**config.mk**
```make
export PLATFORM = sky130hd
export DESIGN_NAME = mem_arbiter
export DESIGN_NICKNAME = d
export VERILOG_FILES = /design/src/rtl/rv32i_types.sv /design/src/rtl/mem_lsu_align.sv /design/src/rtl/mem_arbiter.sv
export SDC_FILE = /design/constraint.sdc
export NUM_CORES = 1
export LEC_CHECK = 0
export BUFFER_PORTS_ARGS = -buffer_cell sky130_fd_sc_hd__buf_4
export CAP_MARGIN = 10
export CELL_PAD_IN_SITES_DETAIL_PLACEMENT = 0
export CELL_PAD_IN_SITES_GLOBAL_PLACEMENT = 2
export CORE_ASPECT_RATIO = 1.4
export CORE_MARGIN = 2
export CORE_UTILIZATION = 32
export DETAILED_ROUTE_END_ITERATION = 8
export GPL_TIMING_DRIVEN = 0
export PLACE_DENSITY_LB_ADDON = 0.1
export SYNTH_ARGS = -nofsm -noshare
export SYNTH_HDL_FRONTEND = slang
export SYNTH_SLANG_ARGS = --single-unit
```
**constraint.sdc**
```tcl
create_clock -name clk -period 4.21 [get_ports clk]
set_input_delay 0.842 -clock clk [delete_from_list [all_inputs] [get_ports clk]]
set_output_delay 0.842 -clock clk [all_outputs]
set_load 0.01 [all_outputs]
```
**src/rtl/rv32i_types.sv**
```systemverilog
// Shared RV32I types: load/store funct3 encodings and the memory arbiter's
// state, owner and latched-request definitions.
package rv32i_types;

  localparam int XLEN = 32;
  localparam logic [3:0] MASK_FULL = 4'b1111;

  typedef enum logic [2:0] {
    LD_B  = 3'b000,
    LD_H  = 3'b001,
    LD_W  = 3'b010,
    LD_BU = 3'b100,
    LD_HU = 3'b101
  } load_f3_t;

  typedef enum logic [2:0] {
    ST_B = 3'b000,
    ST_H = 3'b001,
    ST_W = 3'b010
  } store_f3_t;

  typedef enum logic [1:0] {
    IDLE = 2'd0,
    WAIT = 2'd1,
    ERR  = 2'd2
  } mem_arb_state_t;

  typedef enum logic {
    OWN_FETCH = 1'b0,
    OWN_DATA  = 1'b1
  } mem_owner_t;

  typedef struct packed {
    mem_owner_t       owner;
    logic             we;
    logic [2:0]       funct3;
    logic [XLEN-1:0]  addr;
    logic [XLEN-1:0]  wdata;
  } mem_req_t;

endpackage

```
**src/rtl/mem_lsu_align.sv**
```systemverilog
// Byte-lane alignment for RV32I loads/stores: masks, positioned store data,
// extended load data and the misaligned/illegal-funct3 flag.
module mem_lsu_align
  import rv32i_types::*;
(
  input  logic [2:0]  funct3,
  input  logic [1:0]  o,
  input  logic        we,
  input  logic [31:0] wdata,
  input  logic [31:0] rdata,
  output logic [3:0]  rmask,
  output logic [3:0]  wmask,
  output logic [31:0] wdata_lane,
  output logic [31:0] rdata_ext,
  output logic        illegal
);

  logic [4:0]  sh;
  logic [31:0] rshift;
  logic [3:0]  mask;

  assign sh     = {o, 3'b000};
  assign rshift = rdata >> sh;

  always_comb begin
    mask       = '0;
    illegal    = 1'b0;
    wdata_lane = '0;
    rdata_ext  = '0;
    case (funct3)
      LD_B: begin
        mask       = 4'b0001 << o;
        wdata_lane = {24'b0, wdata[7:0]} << sh;
        rdata_ext  = {{24{rshift[7]}}, rshift[7:0]};
      end
      LD_H: begin
        mask       = 4'b0011 << o;
        illegal    = o[0];
        wdata_lane = {16'b0, wdata[15:0]} << sh;
        rdata_ext  = {{16{rshift[15]}}, rshift[15:0]};
      end
      LD_W: begin
        mask       = MASK_FULL;
        illegal    = (o != 2'b00);
        wdata_lane = wdata;
        rdata_ext  = rdata;
      end
      // unsigned variants exist only for loads
      LD_BU: begin
        mask      = 4'b0001 << o;
        illegal   = we;
        rdata_ext = {24'b0, rshift[7:0]};
      end
      LD_HU: begin
        mask      = 4'b0011 << o;
        illegal   = we | o[0];
        rdata_ext = {16'b0, rshift[15:0]};
      end
      default: illegal = 1'b1;
    endcase
    if (!we || illegal) wdata_lane = '0;
    rmask = (we || illegal) ? 4'b0000 : mask;
    wmask = (we && !illegal) ? mask : 4'b0000;
  end

endmodule

```
**src/rtl/mem_arbiter.sv**
```systemverilog
// Shares one memory port between fetch and load/store, one access at a time.
// Define MEM_ARB_RR_EN for round-robin arbitration instead of data-over-fetch.
//
// state | meaning
// IDLE  | no access outstanding; arbitrate between eligible requesters
// WAIT  | memory outputs driven from the latched request until mem_resp
// ERR   | misaligned/illegal data request; dmem_resp+dmem_err high this cycle
module mem_arbiter
  import rv32i_types::*;
#(
  parameter int ADDR_W = 32
) (
  input  logic              clk,
  input  logic              rst_n,
  input  logic              imem_req,
  input  logic [ADDR_W-1:0] imem_addr,
  output logic [31:0]       imem_rdata,
  output logic              imem_resp,
  input  logic              dmem_req,
  input  logic              dmem_we,
  input  logic [2:0]        dmem_funct3,
  input  logic [ADDR_W-1:0] dmem_addr,
  input  logic [31:0]       dmem_wdata,
  output logic [31:0]       dmem_rdata,
  output logic              dmem_resp,
  output logic              dmem_err,
  output logic [ADDR_W-1:0] mem_addr,
  output logic [3:0]        mem_rmask,
  output logic [3:0]        mem_wmask,
  output logic [31:0]       mem_wdata,
  input  logic [31:0]       mem_rdata,
  input  logic              mem_resp
);

  mem_arb_state_t state;
  mem_req_t       req;

  logic        data_elig, fetch_elig, grant_data, grant_fetch;
  logic        in_idle, in_wait, data_owned;
  logic [2:0]  al_f3;
  logic [1:0]  al_o;
  logic        al_we;
  logic [31:0] al_wdata;
  logic [3:0]  al_rmask, al_wmask;
  logic [31:0] al_wdata_lane, al_rdata_ext;
  logic        al_illegal;

`ifdef MEM_ARB_RR_EN
  mem_owner_t last_grant;
`endif

  assign in_idle    = (state == IDLE);
  assign in_wait    = (state == WAIT);
  assign data_owned = (req.owner == OWN_DATA);

  // a requester whose response is showing this cycle is not re-sampled
  assign data_elig  = dmem_req && !dmem_resp;
  assign fetch_elig = imem_req && !imem_resp;

`ifdef MEM_ARB_RR_EN
  assign grant_data = data_elig && (!fetch_elig || (last_grant == OWN_FETCH));
`else
  assign grant_data = data_elig;
`endif
  assign grant_fetch = fetch_elig && !grant_data;

  // IDLE checks the live request; WAIT formats against the latched one
  assign al_f3    = in_idle ? dmem_funct3     : req.funct3;
  assign al_o     = in_idle ? dmem_addr[1:0]  : req.addr[1:0];
  assign al_we    = in_idle ? dmem_we         : req.we;
  assign al_wdata = in_idle ? dmem_wdata      : req.wdata;

  mem_lsu_align u_align (
    .funct3     (al_f3),
    .o          (al_o),
    .we         (al_we),
    .wdata      (al_wdata),
    .rdata      (mem_rdata),
    .rmask      (al_rmask),
    .wmask      (al_wmask),
    .wdata_lane (al_wdata_lane),
    .rdata_ext  (al_rdata_ext),
    .illegal    (al_illegal)
  );

  assign mem_addr  = in_wait ? {req.addr[ADDR_W-1:2], 2'b00} : '0;
  assign mem_rmask = !in_wait ? 4'b0000 : (data_owned ? al_rmask : MASK_FULL);
  assign mem_wmask = (in_wait && data_owned) ? al_wmask : 4'b0000;
  assign mem_wdata = (in_wait && data_owned) ? al_wdata_lane : '0;

  always_ff @(posedge clk or negedge rst_n) begin
    if (!rst_n) begin
      state      <= IDLE;
      req        <= '0;
      imem_rdata <= '0;
      imem_resp  <= 1'b0;
      dmem_rdata <= '0;
      dmem_resp  <= 1'b0;
      dmem_err   <= 1'b0;
`ifdef MEM_ARB_RR_EN
      last_grant <= OWN_FETCH;
`endif
    end else begin
      imem_resp  <= 1'b0;
      imem_rdata <= '0;
      dmem_resp  <= 1'b0;
      dmem_rdata <= '0;
      dmem_err   <= 1'b0;
      case (state)
        IDLE: begin
          if (grant_data) begin
            req <= '{owner: OWN_DATA, we: dmem_we, funct3: dmem_funct3,
                     addr: dmem_addr, wdata: dmem_wdata};
`ifdef MEM_ARB_RR_EN
            last_grant <= OWN_DATA;
`endif
            if (al_illegal) begin
              state     <= ERR;
              dmem_resp <= 1'b1;
              dmem_err  <= 1'b1;
            end else begin
              state <= WAIT;
            end
          end else if (grant_fetch) begin
            req <= '{owner: OWN_FETCH, we: 1'b0, funct3: LD_W,
                     addr: imem_addr, wdata: '0};
`ifdef MEM_ARB_RR_EN
            last_grant <= OWN_FETCH;
`endif
            state <= WAIT;
          end
        end
        WAIT: begin
          if (mem_resp) begin
            state <= IDLE;
            if (data_owned) begin
              dmem_resp  <= 1'b1;
              dmem_rdata <= req.we ? 32'h0 : al_rdata_ext;
            end else begin
              imem_resp  <= 1'b1;
              imem_rdata <= mem_rdata;
            end
          end
        end
        ERR:     state <= IDLE;
        default: state <= IDLE;
      endcase
    end
  end

endmodule

```
==> impl_metrics.json <==
{
  "synth_area_per_cell_um2": 9.928,
  "clockBufferDepth": 2,
  "max_freq_mhz": 256.0,
  "grt_overflow": 0,
  "antennaDiodeCount": 0,
  "insertion_delay_ps": 430,
  "drt_iter0_markers": 297,
  "yosysWarnings": 0,
  "period_needed_ps": 3906,
  "pwr_density_cell_nw_per_um2": 703.3,
  "post_cts_resized": 0,
  "portBuffers": 272,
  "path_max_fanout": 10,
  "leakage_nw": 5.147,
  "cts_max_level": 4,
  "outcome": "complete, no violations",
  "grt_pass1_wl_um": 41650,
  "antenna_found_initial": 0,
  "dp_hpwl_um": 20820,
  "wl_per_cell_um": 19.98,
  "grt_max_degree": 71,
  "worstPathArrival_ps": 3060,
  "grt_usage": 0.2223,
  "core-area_um2": 23120,
  "die_h_um": 185.0,
  "grt_pass1_vias": 7119,
  "rsz0062_at_grt": "no",
  "synthTopCellsByArea": "dfrtp_1, mux2i_1, and2_1",
  "ctsHoldBuffers": 0,
  "fin_ws_ps": 304.3,
  "ir_drop_uv": 385.5,
  "synth-main-ff-cell": "dfrtp_1",
  "maxSlewHeadroom": 0.4633,
  "wl_met1_um": 11010,
  "post-place-ws_ps": 383.5,
  "worstRegToRegCells": 7,
  "pin_count": 276,
  "route.antenna.remaining_nets": 0,
  "wl_met3_um": 1662,
  "synth_cells": 754,
  "cts_inserted_buffers": 17,
  "cts_setup_buffers": 0,
  "synth_top_area_frac": 0.4613,
  "stdcell_area_um2": 10620,
  "yosysTopAreaCell": "dfrtp_1",
  "area_delta_synth_final_pct": 41.84,
  "die-area_um2": 24650,
  "initial_core_util": 0.3238,
  "r2r-start": "state[1]",
  "finalClockSkew_ps": 10.82,
  "routed_wl_um": 27270,
  "fin_tns_setup_ps": 0,
  "path_clk_slew_ps": 60,
  "cts_tree": "built",
  "max_cap_violations": 0,
  "slew_violations": 0,
  "wl_met2_um": 13920,
  "via_count": 6920,
  "fillCellCount": 2359,
  "hold_path.class": "in -> async",
  "yosys_register_bits": 138,
  "synth.distinct_cells": 58,
  "syn_area_um2": 7486,
  "first_pass_iters": 5,
  "startpoint_type": "flip-flop",
  "cts-root-buf": "clkbuf_16",
  "dr.max_layer_used": "met4",
  "worst_pin_slew_ps": 782.7,
  "crit_path_end_kind": "output port",
  "nets": 1184,
  "cp.required_ps": 3370,
  "critPathKind": "reg -> out",
  "fin_crit_sh": 0.9277,
  "setup_violations": 0,
  "holdWs_ps": 423.6,
  "layout_commonest_cell": "buf_4",
  "drive_gt1_frac": 0.3466,
  "r2r_slack_ps": 1480,
  "vias_per_cell": 5.070,
  "gp_congestion": 0.8772,
  "dpl_cell_area_um2": 9946,
  "final_cell_mix": "buf_4, dfrtp_1, nand2_1",
  "hold_viol": 0,
  "drc_errors": 0,
  "synth_edf_count": 0,
  "r2r-end": "imem_rdata[21]",
  "row_count": 66,
  "clock_sinks": 138,
  "die_w_um": 133.3,
  "async_flop_share": 1.000,
  "ys_seq_area_frac": 0.4613
}
-- layout make-up --
class	instances	area, um^2	share of cell area
plain buffers	66	354.1	0.03335
multi-input cells	549	3675	0.3461
repair buffers	273	2073	0.1953
clock buffers	20	456.7	0.04301
well taps	306	382.9	0.03606
clock inverters	11	215.2	0.02027
inverters	2	7.507	0.0007070
flip-flops and latches	138	3453	0.3252
-- registers in the layout (all words and copies together) (netlist names) --
register,cells
req,68
dmem_resp,1
imem_resp,1
imem_rdata,32
dmem_rdata,32
data_owned,1
dmem_err,1
state,2
-- cell families (layout without fill, tap and decap cells) --
| kind of cell | Yosys count | count (layout) | share of synthesized area |
|---|---|---|---|
| AND/OR/NAND/NOR | 257 | 257 | 0.1805 |
| other | 1 | 2 | 0.0005009 |
| flip-flops | 138 | 138 | 0.4613 |
| buffers and inverters | 68 | 372 | 0.04830 |
| AO/OA/AOI/OAI | 215 | 215 | 0.2071 |
| multiplexers | 75 | 75 | 0.1023 |
-- metal layers --
metal / track usage / vias up
met1: 0.2599 / 3333
met3: 0.05172 / 31
met4: 0.07787 / 0
met5: 0 / -
met2: 0.3981 / 258
li1: - / 3298
-- where the power goes --
group	total (W)	internal, W	switching [W]
combinational	0.00384	0.00157	0.00227
clock	0.00173	0.00114	0.000586
sequential	0.00190	0.00170	0.000199
-- Yosys cell counts, drive strengths merged (2+ instances only) --
cell type,instances
nand2,87
o31ai,5
a21oi,25
dfrtp,138
nor2,48
or4b,3
inv,2
nor3b,6
o32ai,7
o22ai,2
and3,4
mux2i,66
nand3,3
and2,71
nand3b,2
a22oi,22
clkbuf,37
or2,4
a31oi,26
nand2b,10
nor2b,3
a22o,42
or3b,9
nor4,3
o21a,3
buf,29
o21ai,49
a2bb2oi,8
mux2,9
o22a,17
-- critical path: stages, from the launching register on --
cell and delay [ps]:
dfrtp_1 470, or2_2 370, buf_4 210, a21oi_1 330, buf_2 330, nor3b_1 110, o2111ai_2 530, nor2_1 120
buf_4 170
-- worst max-delay path by stage --
stage	from	endpoint
final	state[0]	mem_wdata[5]
after global routing	state[1]	mem_wdata[7]
after CTS	state[0]	mem_wdata[16]
after detailed placement	dmem_addr[1]	mem_wdata[5]
after global placement	dmem_addr[1]	mem_wdata[5]
after floorplan	dmem_addr[1]	mem_rmask[0]
-- per-stage QoR --
| stage | util | power, W | instances |
|---|---|---|---|
| 6_report | 0.4592 | 0.007468 | 1365 |
| 5_1_grt | 0.4592 | 0.007957 | 1365 |
| 4_1_cts | 0.4592 | 0.007541 | 1365 |
| 3_5_place_dp | 0.4301 | 0.005786 | 1334 |
| 3_3_place_gp | 0.4288 | 0.005783 | 1333 |
| 2_1_floorplan | - | 0.004358 | 755 |
(Power assumes the default switching activity.)
